$ cat config.mk
export PLATFORM = sky130hd
export DESIGN_NAME = move_direction_controller
export DESIGN_NICKNAME = d
export VERILOG_FILES = /design/src/rtl/move_direction_controller.sv
export SDC_FILE = /design/constraint.sdc
export NUM_CORES = 1
export LEC_CHECK = 0
export ABC_AREA = 1
export BUFFER_PORTS_ARGS = -buffer_cell sky130_fd_sc_hd__buf_2
export CAP_MARGIN = 20
export CORE_ASPECT_RATIO = 1.2
export CORE_MARGIN = 1.5
export CORE_UTILIZATION = 63
export DETAILED_ROUTE_END_ITERATION = 10
export PLACE_DENSITY_LB_ADDON = 0.3
export SKIP_CTS_REPAIR_TIMING = 1
export SLEW_MARGIN = 20
export SYNTH_ARGS = -nofsm -noshare
export SYNTH_HDL_FRONTEND = slang
export SYNTH_SLANG_ARGS = --single-unit
$ cat constraint.sdc
create_clock -name clk -period 2.4 [get_ports clk]
set_input_delay 0.48 -clock clk [delete_from_list [all_inputs] [get_ports clk]]
set_output_delay 0.48 -clock clk [all_outputs]
set_load 0.02 [all_outputs]
$ cat src/rtl/move_direction_controller.sv
`timescale 1ns/1ps
// Button-driven movement command: synchronise and debounce the buttons, buffer the latest
// press as a pending turn, and resolve heading/strobe once per game tick.
module move_direction_controller #(
   parameter int unsigned DEBOUNCE_CYCLES = 1000000,
   parameter int unsigned TICK_CYCLES     = 1666667,
   parameter int unsigned PENDING_TICKS   = 8
) (
   input  logic       clk,
   input  logic       rst,
   input  logic       run,
   input  logic       btn_right,
   input  logic       btn_up,
   input  logic       btn_down,
   input  logic       btn_left,
   input  logic [3:0] valid_moves,
   output logic [3:0] move_direction,
   output logic       move_strobe,
   output logic [3:0] pending_dir
);

   localparam int unsigned TICK_W = $clog2(TICK_CYCLES + 1);
   localparam int unsigned DB_W   = $clog2(DEBOUNCE_CYCLES + 1);
   localparam int unsigned AGE_W  = $clog2(PENDING_TICKS + 1);

   localparam logic [TICK_W-1:0] TICK_LAST = TICK_W'(TICK_CYCLES - 1);
   localparam logic [DB_W-1:0]   DB_LAST   = DB_W'(DEBOUNCE_CYCLES - 1);
   localparam logic [AGE_W-1:0]  AGE_LAST  = AGE_W'(PENDING_TICKS - 1);

   localparam logic [3:0] DIR_RIGHT = 4'b0001;
   localparam logic [3:0] DIR_UP    = 4'b0010;
   localparam logic [3:0] DIR_DOWN  = 4'b0100;
   localparam logic [3:0] DIR_LEFT  = 4'b1000;

   typedef enum logic {
      STOPPED = 1'b0,
      MOVING  = 1'b1
   } state_t;

   logic [3:0]        btn_raw;
   logic [3:0]        sync1;
   logic [3:0]        sync2;
   logic [3:0]        stable;
   logic [3:0]        stable_d;
   logic [DB_W-1:0]   db_cnt [4];
   logic [3:0]        press;
   logic [3:0]        press_dir;
   logic [TICK_W-1:0] tick_cnt;
   logic              tick;
   logic [AGE_W-1:0]  age;
   state_t            state;

   assign btn_raw = {btn_left, btn_down, btn_up, btn_right};

   // Two-flop synchroniser plus per-button debounce counter.
   always_ff @(posedge clk) begin
      if (rst) begin
         sync1    <= '0;
         sync2    <= '0;
         stable   <= '0;
         stable_d <= '0;
         for (int i = 0; i < 4; i++) db_cnt[i] <= '0;
      end else begin
         sync1    <= btn_raw;
         sync2    <= sync1;
         stable_d <= stable;
         for (int i = 0; i < 4; i++) begin
            if (sync2[i] != stable[i]) begin
               if (db_cnt[i] == DB_LAST) begin
                  stable[i] <= ~stable[i];
                  db_cnt[i] <= '0;
               end else begin
                  db_cnt[i] <= db_cnt[i] + DB_W'(1);
               end
            end else begin
               db_cnt[i] <= '0;
            end
         end
      end
   end

   assign press = stable & ~stable_d;

   // Simultaneous presses resolve UP > DOWN > LEFT > RIGHT.
   always_comb begin
      press_dir = 4'b0000;
      if (press[1])      press_dir = DIR_UP;
      else if (press[2]) press_dir = DIR_DOWN;
      else if (press[3]) press_dir = DIR_LEFT;
      else if (press[0]) press_dir = DIR_RIGHT;
   end

   assign tick = run && (tick_cnt == TICK_LAST);

   // Tick counter, heading FSM and pending-turn buffer.
   always_ff @(posedge clk) begin
      if (rst) begin
         tick_cnt       <= '0;
         state          <= STOPPED;
         move_direction <= 4'b0000;
         move_strobe    <= 1'b0;
         pending_dir    <= 4'b0000;
         age            <= '0;
      end else begin
         move_strobe <= 1'b0;
         if (run) tick_cnt <= tick ? '0 : tick_cnt + TICK_W'(1);

         if (tick) begin
            if ((pending_dir != 4'b0000) && ((valid_moves & pending_dir) != 4'b0000)) begin
               move_direction <= pending_dir;
               pending_dir    <= 4'b0000;
               age            <= '0;
               state          <= MOVING;
               move_strobe    <= 1'b1;
            end else begin
               if ((state == MOVING) && ((valid_moves & move_direction) != 4'b0000)) begin
                  move_strobe <= 1'b1;
               end else begin
                  move_direction <= 4'b0000;
                  state          <= STOPPED;
               end
               if (pending_dir != 4'b0000) begin
                  if (age >= AGE_LAST) begin
                     pending_dir <= 4'b0000;
                     age         <= '0;
                  end else begin
                     age <= age + AGE_W'(1);
                  end
               end
            end
         end

         // A fresh press wins over any consume/expire on the same edge.
         if (press_dir != 4'b0000) begin
            pending_dir <= press_dir;
            age         <= '0;
         end
      end
   end

endmodule
# [Word-level counts from Yosys, hierarchy flattened]
# Memory sizes are Yosys's and may differ from the RTL's.
# Cells that the tools add are included.
[totals] register_bits=51 ramBits=80 inputBits=11 n_memories=1
[mem_list] memory="db_cnt" depth=4 width=20 read_ports=4 rd_ports_with_merged_regs=0 write_ports=4 line_no="45" text="logic [DB_W-1:0] db_cnt [4];"
[classes] addsub=6 n_lt_le_gt_ge=1 n_eq_ne=10 n_mux=77 bitwise_logic=21 n_reduce_logical=20
[ops] cell="20-bit two-way mux" n=12
[ops] cell="20-bit by 1-bit adder with 20-bit output (second input constant)" n=4
[ops] cell="20-bit == test (second input constant)" n=4
[ops] cell="4-bit two-way mux" n=13
[ops] cell="1-bit two-way mux" n=51
[ops] cell="21-bit by 1-bit adder with 21-bit output (second input constant)" n=1
[ops] cell="21-bit == test (second input constant)" n=1
[ops] cell="21-bit two-way mux" n=1
[ops] cell="4-bit nonzero test" n=4
[ops] cell="4-bit AND" n=3
[ops] cell="1-bit OR" n=12
[ops] cell="2-bit AND reduction" n=6
[ops] cell="3-bit nonzero test" n=2
[ops] cell="1-bit inverter" n=5
[ops] cell="4-bit by 1-bit adder with 4-bit output (second input constant)" n=1
[ops] cell="4-bit by 3-bit greater-or-equal comparator with 1-bit output (second input constant)" n=1
[ops] cell="1-bit != test" n=4
[ops] cell="4-bit inverter" n=1
[ops] cell="2-bit nonzero test" n=2
[ops] cell="2-bit OR reduction" n=2
[ops] cell="1-bit logical AND" n=3
[ops] cell="3-bit AND reduction" n=1
[ops] cell="2-bit != test (second input constant)" n=1

# [Logic depth before layout (Yosys ltp)]
# Gate-level depths: netlist of the first run.
[logic_depth] depth_word=9 depth_mapped=13 depth_no_buf=12

# [Worst setup path before layout of the first run]
# OpenSTA, ideal clock, no wires.
[synth_timing] path_kind="register -> register" startpoint="memory db_cnt[3][0] in the netlist's numbering" endpoint="memory db_cnt[3][16] in the netlist's numbering, data pin" setup_time_ns=0.254 t_arrival_ns=1.403 t_required_ns=2.146 path_slack_ns=0.743 path_stages_with_launch=10 cell_sequence="edfxtp_1 -> ha_1 -> nand2_2 -> nor2_4 -> nand3_2 -> nor2_2 -> nand3_2 -> nand2_4 -> buf_6 -> nor2_1"
[synth_rtl] element="start: declaration" line_no="45"

# [Final worst setup path of the first run]
[layout_timing] startpoint="register tick_cnt[1]" endpoint="register move_direction[0]"
[layout_via] elab_chain_len=3
[layout_rtl] element="start: declaration" line_no="48" text="logic [TICK_W-1:0] tick_cnt;"
[layout_rtl] element="start signal: assignment" line_no="106" text="if (run) tick_cnt <= tick ? '0 : tick_cnt + TICK_W'(1);"
[layout_rtl] element="21-bit == test" line_no="93" text="assign tick = run && (tick_cnt == TICK_LAST);"
[layout_rtl] element="1-bit logical AND" line_no="93"
[layout_rtl] element="2-bit AND reduction (no source line)"
[layout_rtl] element="end signal: assignment" line_no="110" text="move_direction <= pending_dir;"
[layout_rtl] element="end: declaration" line_no="17" text="output logic [3:0] move_direction,"
# No other way between the ends.
# A chain may end at the register's enable or synchronous reset.

==> results of run 1 <==
worst max path at each step:
stage	start	end	slack (ns)
final	tick_cnt[1]	move_direction[0]	0.54
after global routing	tick_cnt[0]	move_direction[0]	0.35
after CTS	tick_cnt[1]	move_direction[2]	0.54
after detailed placement	tick_cnt[1]	move_direction[2]	0.55
after global placement	run	state	0.60
after floorplan	db_cnt[3][0]	db_cnt[3][16]	0.74
sequential cells by signal, indices dropped and copies added (netlist names):
register        cells
age                 4
sync1               4
stable              4
move_strobe         1
db_cnt             80
move_direction      4
state               1
tick_cnt           21
sync2               4
pending_dir         4
stable_d            4
layer usage:
layer | GRT usage (%) | share of wire (%) | vias to the layer above | routed length (microns)
li1 | - | - | 3086 | -
met1 | 27.8 | 43 | 2629 | 5730
met2 | 41.8 | 51 | 147 | 6740
met3 | 5.42 | 3.9 | 19 | 520
met4 | 9.60 | 1.4 | 0 | 187
met5 | 0 | 0 | - | 0
layout by cell type (no fill, tap or decap), types with 2 or more instances in the layout:
master / netlist / layout
a21oi_2: 3 / 3
nor3_1: 49 / 49
nand4_1: 26 / 26
nand3_1: 52 / 52
clkinv_4: 0 / 3
clkbuf_16: 0 / 20
nand2_1: 175 / 175
a31oi_1: 3 / 3
nand2_2: 7 / 7
nand3_2: 9 / 9
o21ai_1: 10 / 10
nand3b_1: 3 / 3
and3_1: 2 / 2
nand2_4: 5 / 5
xnor2_1: 8 / 8
clkinv_2: 0 / 5
conb_1: 1 / 80
nor2_2: 17 / 17
buf_2: 2 / 19
inv_1: 109 / 109
o21ai_0: 10 / 10
a21oi_1: 45 / 45
edfxtp_1: 80 / 80
nor2_1: 155 / 155
xor2_1: 28 / 28
dfxtp_1: 51 / 51
nor3_2: 3 / 3
ha_1: 7 / 7
nor2_4: 4 / 4
inv_2: 12 / 12
logic make-up after synthesis:
logic type                 Yosys count  synth area share [%]
and+or+nand+nor                    514                  33.3
buffers and inverters              131                  7.48
DFF                                131                  47.8
AOI/OAI and AO/OA                   76                  5.75
xor gates and xnor gates            36                  4.40
adders and majority gates            7                  1.22
other                                1                0.0524
power breakdown:
| part | internal (mW) | switching [mW] | total (mW) | leakage (nW) |
|---|---|---|---|---|
| Combinational | 0.0556 | 0.123 | 0.179 | 1.84 |
| Clock | 1.61 | 0.942 | 2.55 | 0.303 |
| Sequential | 2.45 | 0.0680 | 2.52 | 1.24 |
| Total | 4.12 | 1.13 | 5.25 | 3.38 |
stage by stage:
stage | hold WS, ns | utilization [%]
finish | 0.262 | 74.7
global route | 0.272 | 74.7
CTS | 0.248 | 74.7
detailed placement | 0.395 | 69.2
global placement | 0.392 | 69.2
floorplan | 0.388 | -
cell type report:
type	instances	area [sq um]
flip-flops and latches	131	3420
inverters	121	454
repair buffers	20	103
well taps	132	165
clock buffers	21	504
fillers	819	2790
multi-input cells	713	3500
clock inverters	11	96.3
worst max-delay path, stage by stage, from the launching register on:
cell,delay [ns]
dfxtp_1,0.39
ha_1,0.20
nand2_1,0.06
inv_1,0.05
nand2_1,0.06
nor2_1,0.12
nand2_1,0.08
nor2_2,0.35
o21ai_1,0.25
nand2_1,0.12
a21oi_1,0.06
==> results.sh, run 1 <==
export IMPL_status="finished, final reports clean"
export IMPL_synthTopCellsByCount="175 x nand2_1, 155 x nor2_1, 109 x inv_1"
export IMPL_antenna_cells=0
export IMPL_fmax_ghz=0.538
export IMPL_dp_cells=1117
export IMPL_place_gp_congestion=0.950
export IMPL_grt_pass1_vias=5483
export IMPL_yosysMostFrequentCell="nand2_1"
export IMPL_num_vias=5881
export IMPL_hold_path_class="in -> reg"
export IMPL_r2r_slack_ns=0.54
export IMPL_grt_antenna_before_repair=0
export IMPL_cp_start_kind="flip-flop"
export IMPL_rsz0062_at_grt="no"
export IMPL_ff2ff_path_depth=10
export IMPL_setup_slack_ns=0.540
export IMPL_worstPathRequired_ns=2.70
export IMPL_crit_fanout=11
export IMPL_synth_top_area_cell="edfxtp_1"
export IMPL_final_hold_violation_count=0
export IMPL_ir_drop_mv=0.561
export IMPL_p_per_area_nw_per_um2=637
export IMPL_worstPathArrival_ns=2.16
export IMPL_syn_to_final_growth_pct=15.1
export IMPL_synth_warnings=0
export IMPL_syn_area_sq_um=7160
export IMPL_overflow=0
export IMPL_setup_violations=0
export IMPL_synthFlopType="edfxtp_1"
export IMPL_cts_inserted_buffers=17
export IMPL_synth_area_leaders="edfxtp_1 34%, dfxtp_1 14%, nand2_1 9.2%, nor2_1 8.1%, inv_1 5.7%"
export IMPL_fin_worst_skew_ns=0.00620
export IMPL_min_period_over_period_pct=77.5
export IMPL_synth_edf_count=80
export IMPL_grt_max_degree=26
export IMPL_setup_tns_ns=0
export IMPL_final_cells=1149
export IMPL_clock_latency_ns=0.42
export IMPL_yosysUniqueCellTypes=43
export IMPL_clockBufferDepth=2
export IMPL_path_class="reg -> reg"
export IMPL_drc_errors=0
export IMPL_io_pins=20
export IMPL_clkTransAtPathRegs_ns=0.06
export IMPL_die_x_microns=100
export IMPL_layout_nets=1022
export IMPL_cts_tree="done"
export IMPL_drt_first_iter_violations=370
export IMPL_drv_slew=0
export IMPL_num_rows=42
export IMPL_p_leak_nw=3.38
export IMPL_ys_async_sr_fraction_pct=0
export IMPL_ys_ff_latch=131
export IMPL_grt_use_total_pct=23.8
export IMPL_grt_pass1_wl_microns=22900
export IMPL_cts_root_buf="clkbuf_16"
export IMPL_min_period_ns=1.86
export IMPL_postLayoutCellArea_sq_um=8240
export IMPL_dp_hpwl_microns=9590
export IMPL_routedWlPerCell_microns=11.5
export IMPL_antenna_left=0
export IMPL_die_height_microns=120
export IMPL_place_ws_ns=0.551
export IMPL_setup_worst_path_end_class="flip-flop"
export IMPL_hold_depth=3
export IMPL_htree_levels=4
export IMPL_cts_sink_count=131
export IMPL_finalPower_mw=5.25
export IMPL_dieArea_sq_um=12000
export IMPL_hold_end="sync1[2]"
export IMPL_vias_per_cell=5.12
export IMPL_drt_first_pass_iters=5
export IMPL_syn_area_per_cell_sq_um=7.99
export IMPL_regToRegEndpoint="move_direction[0]"
export IMPL_portBuffers=19
export IMPL_drv_cap=0
export IMPL_placed_area_sq_um=7640
export IMPL_wirelength_microns=13200
export IMPL_r2r_start="tick_cnt[1]"
export IMPL_netlist_area_leader_share_pct=33.6
export IMPL_syn_instance_count=896
export IMPL_initial_utilization_pct=64.9
export IMPL_min_delay_start="btn_down"
export IMPL_ys_seq_area_share_pct=47.8
export IMPL_core_area_sq_um=11000
export IMPL_drive_above_1_share_pct=11.2
No activity file was read; power rests on OpenSTA's default activity.
==> inputs of run 2 (changes only) <==
ABC_AREA = 0   (was 1)
CORE_UTILIZATION = 56   (was 63)
clock period = 1.6 ns   (was 2.4 ns; I/O delays follow)
==> results.sh, run 2 <==
export IMPL_crit_buf_inv=1
export IMPL_wl_met2_microns=11500
export IMPL_power_frac_clock_pct=51.2
export IMPL_status="finished, violations left"
export IMPL_regMostFlops="db_cnt"
export IMPL_critical_path_max_stage_delay_ns=0.44
export IMPL_final_hold_violation_count=0
export IMPL_htree_levels=4
export IMPL_cts_root_buf="clkbuf_16"
export IMPL_io_pins=20
export IMPL_antenna_left=0
export IMPL_worst_path_max_delay_cell="edfxtp_1"
export IMPL_p_switching_mw=1.88
export IMPL_finalPower_mw=8.89
export IMPL_portBuffers=19
export IMPL_syn_area_sq_um=6710
export IMPL_synth_warnings=0
export IMPL_r2r_start="db_cnt[2][11]"
export IMPL_clkTransAtPathRegs_ns=0.06
export IMPL_dr_max_layer_used="met4"
export IMPL_final_cell_mix="165 x buf_4, 80 x edfxtp_1, 80 x conb_1"
export IMPL_drv_cap=0
export IMPL_hold_depth=2
export IMPL_violations="negative setup slack"
export IMPL_hold_end="sync1[3]"
export IMPL_setup_worst_path_end_class="flip-flop"
export IMPL_layout_nets=964
export IMPL_p_comb_share_pct=6.4
export IMPL_setup_violations=117
export IMPL_cts_tree="done"
export IMPL_ff2ff_path_depth=5
export IMPL_dieArea_sq_um=12600
export IMPL_num_vias=6685
export IMPL_min_delay_start="btn_left"
export IMPL_cts_inserted_buffers=17
export IMPL_cts_sink_count=131
export IMPL_ir_drop_mv=0.746
export IMPL_grt_pass1_wl_microns=28500
export IMPL_drv_slew=0
export IMPL_r2r_slack_ns=-0.36
export IMPL_largest_reg_flops=80
export IMPL_drt_first_pass_iters=7
export IMPL_ys_ff_latch=131
export IMPL_grt_use_total_pct=29.0
export IMPL_synthFlopType="edfxtp_1"
export IMPL_die_x_microns=103
export IMPL_worstPathRequired_ns=1.77
export IMPL_cp_start_kind="flip-flop"
export IMPL_maxSlewHeadroom_pct=59.8
export IMPL_syn_to_final_growth_pct=49.7
export IMPL_critical_path_top_delay_family="simple AND/OR/NAND/NOR gates"
export IMPL_n_fill_cell=568
export IMPL_power_switching_share_pct=21.2
export IMPL_p_per_area_nw_per_um2=885
export IMPL_netlist_area_leader_share_pct=35.8
export IMPL_vias_per_cell=5.99
export IMPL_dp_hpwl_microns=11800
export IMPL_drc_errors=0
export IMPL_rsz0062_at_grt="yes"
export IMPL_hold_path_class="in -> reg"
export IMPL_fin_worst_skew_ns=0.00517
export IMPL_drive_above_1_share_pct=37.5
export IMPL_ys_async_sr_fraction_pct=0
export IMPL_synth_area_leaders="edfxtp_1 36%, dfxtp_1 15%, xor2_1 5.0%, nor2_1 4.0%, xnor2_1 3.4%"
export IMPL_grt_pass1_vias=6304
export IMPL_initial_utilization_pct=57.7
export IMPL_ys_seq_area_share_pct=51.0
export IMPL_min_period_ns=1.96
export IMPL_synth_edf_count=80
export IMPL_routedWlPerCell_microns=19.5
export IMPL_grt_max_degree=20
export IMPL_core_area_sq_um=11600
export IMPL_antenna_cells=0
export IMPL_layout_commonest_cell="buf_4"
export IMPL_overflow=0
export IMPL_syn_instance_count=666
export IMPL_yosysUniqueCellTypes=61
export IMPL_place_gp_congestion=0.892
export IMPL_path_class="reg -> reg"
export IMPL_worstMarginPinSlew_ns=0.602
export IMPL_postLayoutCellArea_sq_um=10000
export IMPL_num_rows=43
export IMPL_min_period_over_period_pct=122
export IMPL_place_ws_ns=-0.241
export IMPL_clock_latency_ns=0.42
export IMPL_path_cells="nor4bb_1 -> nand4b_1 -> o21ai_4 -> clkbuf_16 -> nor2_1"
export IMPL_synth_top_area_cell="edfxtp_1"
export IMPL_worstPathArrival_ns=2.13
export IMPL_yosysMostFrequentCell="edfxtp_1"
export IMPL_hold_ws_ns=0.135
export IMPL_clockBufferDepth=2
export IMPL_wl_met3_microns=1290
export IMPL_worstSetupPathDepth=5
export IMPL_placed_area_sq_um=8530
export IMPL_fmax_ghz=0.511
export IMPL_grt_antenna_before_repair=0
export IMPL_crit_fanout=5
export IMPL_synthTopCellsByCount="80 x edfxtp_1, 72 x nor2_1, 51 x dfxtp_1"
export IMPL_internal_power_mw=7.01
export IMPL_drt_first_iter_violations=511
export IMPL_setup_slack_ns=-0.355
export IMPL_syn_area_per_cell_sq_um=10.1
export IMPL_wirelength_microns=21700
export IMPL_drt_met1_wl_microns=7800
export IMPL_die_height_microns=123
export IMPL_regToRegEndpoint="db_cnt[2][12]"
export IMPL_top_regs="db_cnt: 80 flops, tick_cnt: 21 flops"
export IMPL_seqPwrFrac_pct=42.4
export IMPL_p_leak_nw=3.78
-- run 2: cell count changes in the layout (fill, tap and decap cells not counted), sizes merged, moves of 16 or more --
cell   delta
buf     +184
nand2   -148
nor2    -104
inv      -98
nor3     -42
nand3    -27
or3      +21
xnor2    +18
or4      +17
nor2b    +16
-- run 2: per-layer routing --
metal / GRT usage, % / vias up
li1: - / 2978
met1: 31.1 / 3233
met2: 54.2 / 362
met3: 5.65 / 112
met4: 13.4 / 0
met5: 0 / -
-- run 2: metrics by stage --
step	setup TNS [ns]	utilization, %	cells
6_report	-26.44	86.4	1116
5_1_grt	-31.47	86.4	1116
4_1_cts	-21.92	79.3	1081
3_5_place_dp	-14.66	73.4	1049
3_3_place_gp	-7.28	73.4	1049
2_1_floorplan	-4.62	-	745
-- run 2: worst reg2reg max path: cells and delay by family (launching register included) --
family	cells	cell delay, ns
simple gates	3	0.66
flops	1	0.44
compound gates	1	0.37
buf+inv	1	0.23
-- run 2: area by class of cell --
cell class / instances / area [sq um] / area share (%)
multi-input cells: 565 / 3980 / 39.6
well taps: 157 / 196 / 1.96
inverters: 25 / 93.8 / 0.934
repair buffers: 206 / 1660 / 16.5
clock buffers: 17 / 425 / 4.24
flip-flops and latches: 131 / 3430 / 34.2
clock inverters: 15 / 260 / 2.59
-- run 2: cell families (layout without fill, tap and decap cells) --
kind of cell	after synthesis	count (layout)	share of synthesized area, %
and+or+nand+nor	308	308	26.1
DFF	131	131	51.0
AOI/OAI and AO/OA	106	106	10.0
xor gates and xnor gates	64	64	8.36
buffers and inverters	49	263	3.11
adders and majority gates	7	7	1.31
other	1	80	0.0559
-- run 2: worst max-delay path by stage --
stage | from | endpoint
after floorplan | db_cnt[2][0] | db_cnt[2][0]
after global routing | db_cnt[2][11] | db_cnt[2][3]
after CTS | db_cnt[0][11] | db_cnt[0][11]
after global placement | db_cnt[0][18] | db_cnt[0][5]
after detailed placement | db_cnt[0][11] | db_cnt[0][4]
final | db_cnt[2][11] | db_cnt[2][12]
-- run 2: power by group through the flow --
stage / combinational, mW / clock, mW / sequential [mW]
after global routing: 0.610 / 4.70 / 3.78
after detailed placement: 0.434 / 0 / 3.83
final: 0.569 / 4.55 / 3.77
after CTS: 0.443 / 4.54 / 3.76
after floorplan: 0.209 / 0 / 3.83
after global placement: 0.412 / 0 / 3.82
==> inputs of run 3 (changes only) <==
CORE_UTILIZATION = 58   (was 56)
CTS_BUF_LIST = sky130_fd_sc_hd__clkbuf_4 sky130_fd_sc_hd__clkbuf_8   (was unset)
==> results.sh, run 3 (same netlist as run 2, synthesis figures left out) <==
export IMPL_status="finished, violations left"
export IMPL_violations="negative setup slack"
export IMPL_internal_power_mw=5.92
export IMPL_grt_max_degree=21
export IMPL_p_switching_mw=1.71
export IMPL_worstPathArrival_ns=2.20
export IMPL_path_class="reg -> reg"
export IMPL_min_period_ns=1.86
export IMPL_num_vias=6479
export IMPL_hold_ws_ns=0.0998
export IMPL_p_leak_nw=3.60
export IMPL_overflow=0
export IMPL_dieArea_sq_um=12200
export IMPL_critical_path_max_stage_delay_ns=0.34
export IMPL_io_pins=20
export IMPL_grt_use_total_pct=27.8
export IMPL_antenna_cells=0
export IMPL_layout_nets=953
export IMPL_drt_first_pass_iters=5
export IMPL_drc_errors=0
export IMPL_die_x_microns=101
export IMPL_worstMarginPinSlew_ns=0.714
export IMPL_drive_above_1_share_pct=35.7
export IMPL_syn_to_final_growth_pct=43.9
export IMPL_cts_sink_count=131
export IMPL_crit_fanout=9
export IMPL_place_gp_congestion=0.879
export IMPL_path_cells="inv_2 -> ha_4 -> nor4bb_4 -> nand4_4 -> buf_6 -> o21ai_4 -> clkbuf_16 -> a21oi_1"
export IMPL_worstSetupPathDepth=8
export IMPL_setup_tns_ns=-21.14
export IMPL_fmax_ghz=0.536
export IMPL_busiest_layer="met2"
export IMPL_core_area_sq_um=11100
export IMPL_htree_levels=4
export IMPL_dp_hpwl_microns=11600
export IMPL_ff2ff_path_depth=8
export IMPL_grt_use_met3_pct=6.36
export IMPL_grt_pass1_vias=6113
export IMPL_fin_worst_skew_ns=0.0124
export IMPL_cts_root_buf="clkbuf_8"
export IMPL_maxSlewHeadroom_pct=52.0
export IMPL_routedWlPerCell_microns=18.8
export IMPL_num_rows=42
export IMPL_drv_slew=0
export IMPL_clockBufferDepth=2
export IMPL_power_frac_clock_pct=43.2
export IMPL_worstPathRequired_ns=1.93
export IMPL_hold_depth=2
export IMPL_crit_buf_inv=3
export IMPL_critical_path_top_delay_family="simple AND/OR/NAND/NOR gates"
export IMPL_grt_use_met1_pct=31.3
export IMPL_grt_pass1_wl_microns=26700
export IMPL_layout_commonest_cell="buf_4"
export IMPL_cts_inserted_buffers=17
export IMPL_place_ws_ns=-0.194
export IMPL_p_comb_share_pct=7.6
export IMPL_final_hold_violation_count=0
export IMPL_ir_drop_mv=0.943
export IMPL_power_switching_share_pct=22.4
export IMPL_largest_reg_flops=80
export IMPL_vias_per_cell=5.88
export IMPL_seqPwrFrac_pct=49.3
export IMPL_setup_violations=116
export IMPL_setup_slack_ns=-0.264
export IMPL_cp_start_kind="flip-flop"
export IMPL_initial_utilization_pct=60.2
export IMPL_setup_worst_path_end_class="flip-flop"
export IMPL_regMostFlops="db_cnt"
export IMPL_drt_first_iter_violations=391
export IMPL_finalPower_mw=7.63
export IMPL_worst_path_max_delay_cell="dfxtp_2"
export IMPL_clock_latency_ns=0.46
export IMPL_clkTransAtPathRegs_ns=0.08
export IMPL_portBuffers=19
export IMPL_hold_path_class="in -> reg"
export IMPL_antenna_left=0
export IMPL_rsz0062_at_grt="yes"
export IMPL_top_regs="db_cnt: 80 flops, tick_cnt: 21 flops"
export IMPL_min_period_over_period_pct=117
export IMPL_use_met2_pct=48.7
export IMPL_p_per_area_nw_per_um2=790
export IMPL_utilization_pct=86.7
export IMPL_drv_cap=0
export IMPL_cts_tree="done"
export IMPL_wirelength_microns=20700
export IMPL_final_cell_mix="159 x buf_4, 80 x edfxtp_1, 80 x conb_1"
export IMPL_grt_antenna_before_repair=0
export IMPL_die_height_microns=121
==> run 3: changes by cell type in the layout (fill, tap and decap cells not counted), moves of 5 or more <==
cell	delta
buf_4	-6
nor2_2	-8
buf_6	-5
clkbuf_8	+19
clkbuf_16	-15
==> run 3: power groups by stage <==
stage	clock (mW)	combinational [mW]	sequential [mW]
after CTS	3.31	0.453	3.75
after global placement	0	0.425	3.81
after detailed placement	0	0.446	3.82
after global routing	3.45	0.613	3.77
after floorplan	0	0.209	3.83
final	3.30	0.577	3.76
==> run 3: area by class of cell <==
| cell class | instances | area [sq um] |
|---|---|---|
| flip-flops and latches | 131 | 3430 |
| inverters | 25 | 93.8 |
| clock buffers | 22 | 284 |
| multi-input cells | 565 | 3910 |
| repair buffers | 195 | 1570 |
| clock inverters | 10 | 179 |
| well taps | 154 | 193 |
| fillers | 520 | 1480 |
==> run 3: worst register-to-register path: stages (launching register included) <==
cell and delay (ns):
dfxtp_2 0.34, inv_2 0.08, ha_4 0.14, nor4bb_4 0.30, nand4_4 0.22, buf_6 0.18, o21ai_4 0.24, clkbuf_16 0.22
a21oi_1 0.04
==> run 3: metrics by stage <==
step,instance area [sq um],cells
after floorplan,7200,745
after global placement,8540,1046
after detailed placement,8540,1046
after CTS,9000,1078
after global routing,9660,1102
final,9660,1102
==> run 3: worst paths after layout <==
kind | slack (ns) | end | startpoint
setup reg to reg | -0.26 | tick_cnt[19] | tick_cnt[0]
hold reg to reg | 0.45 | sync2[0] | sync1[0]
setup / recovery | -0.26 | tick_cnt[19] | tick_cnt[0]
hold / removal | 0.1 | sync1[0] | btn_right
==> run 3: per-layer routing <==
metal | vias up | part of all wire, % | routed length (microns)
li1 | 2946 | - | -
met1 | 3121 | 38 | 7850
met2 | 329 | 52 | 10700
met3 | 83 | 6.0 | 1230
met4 | 0 | 4.2 | 860
met5 | - | 0 | 0
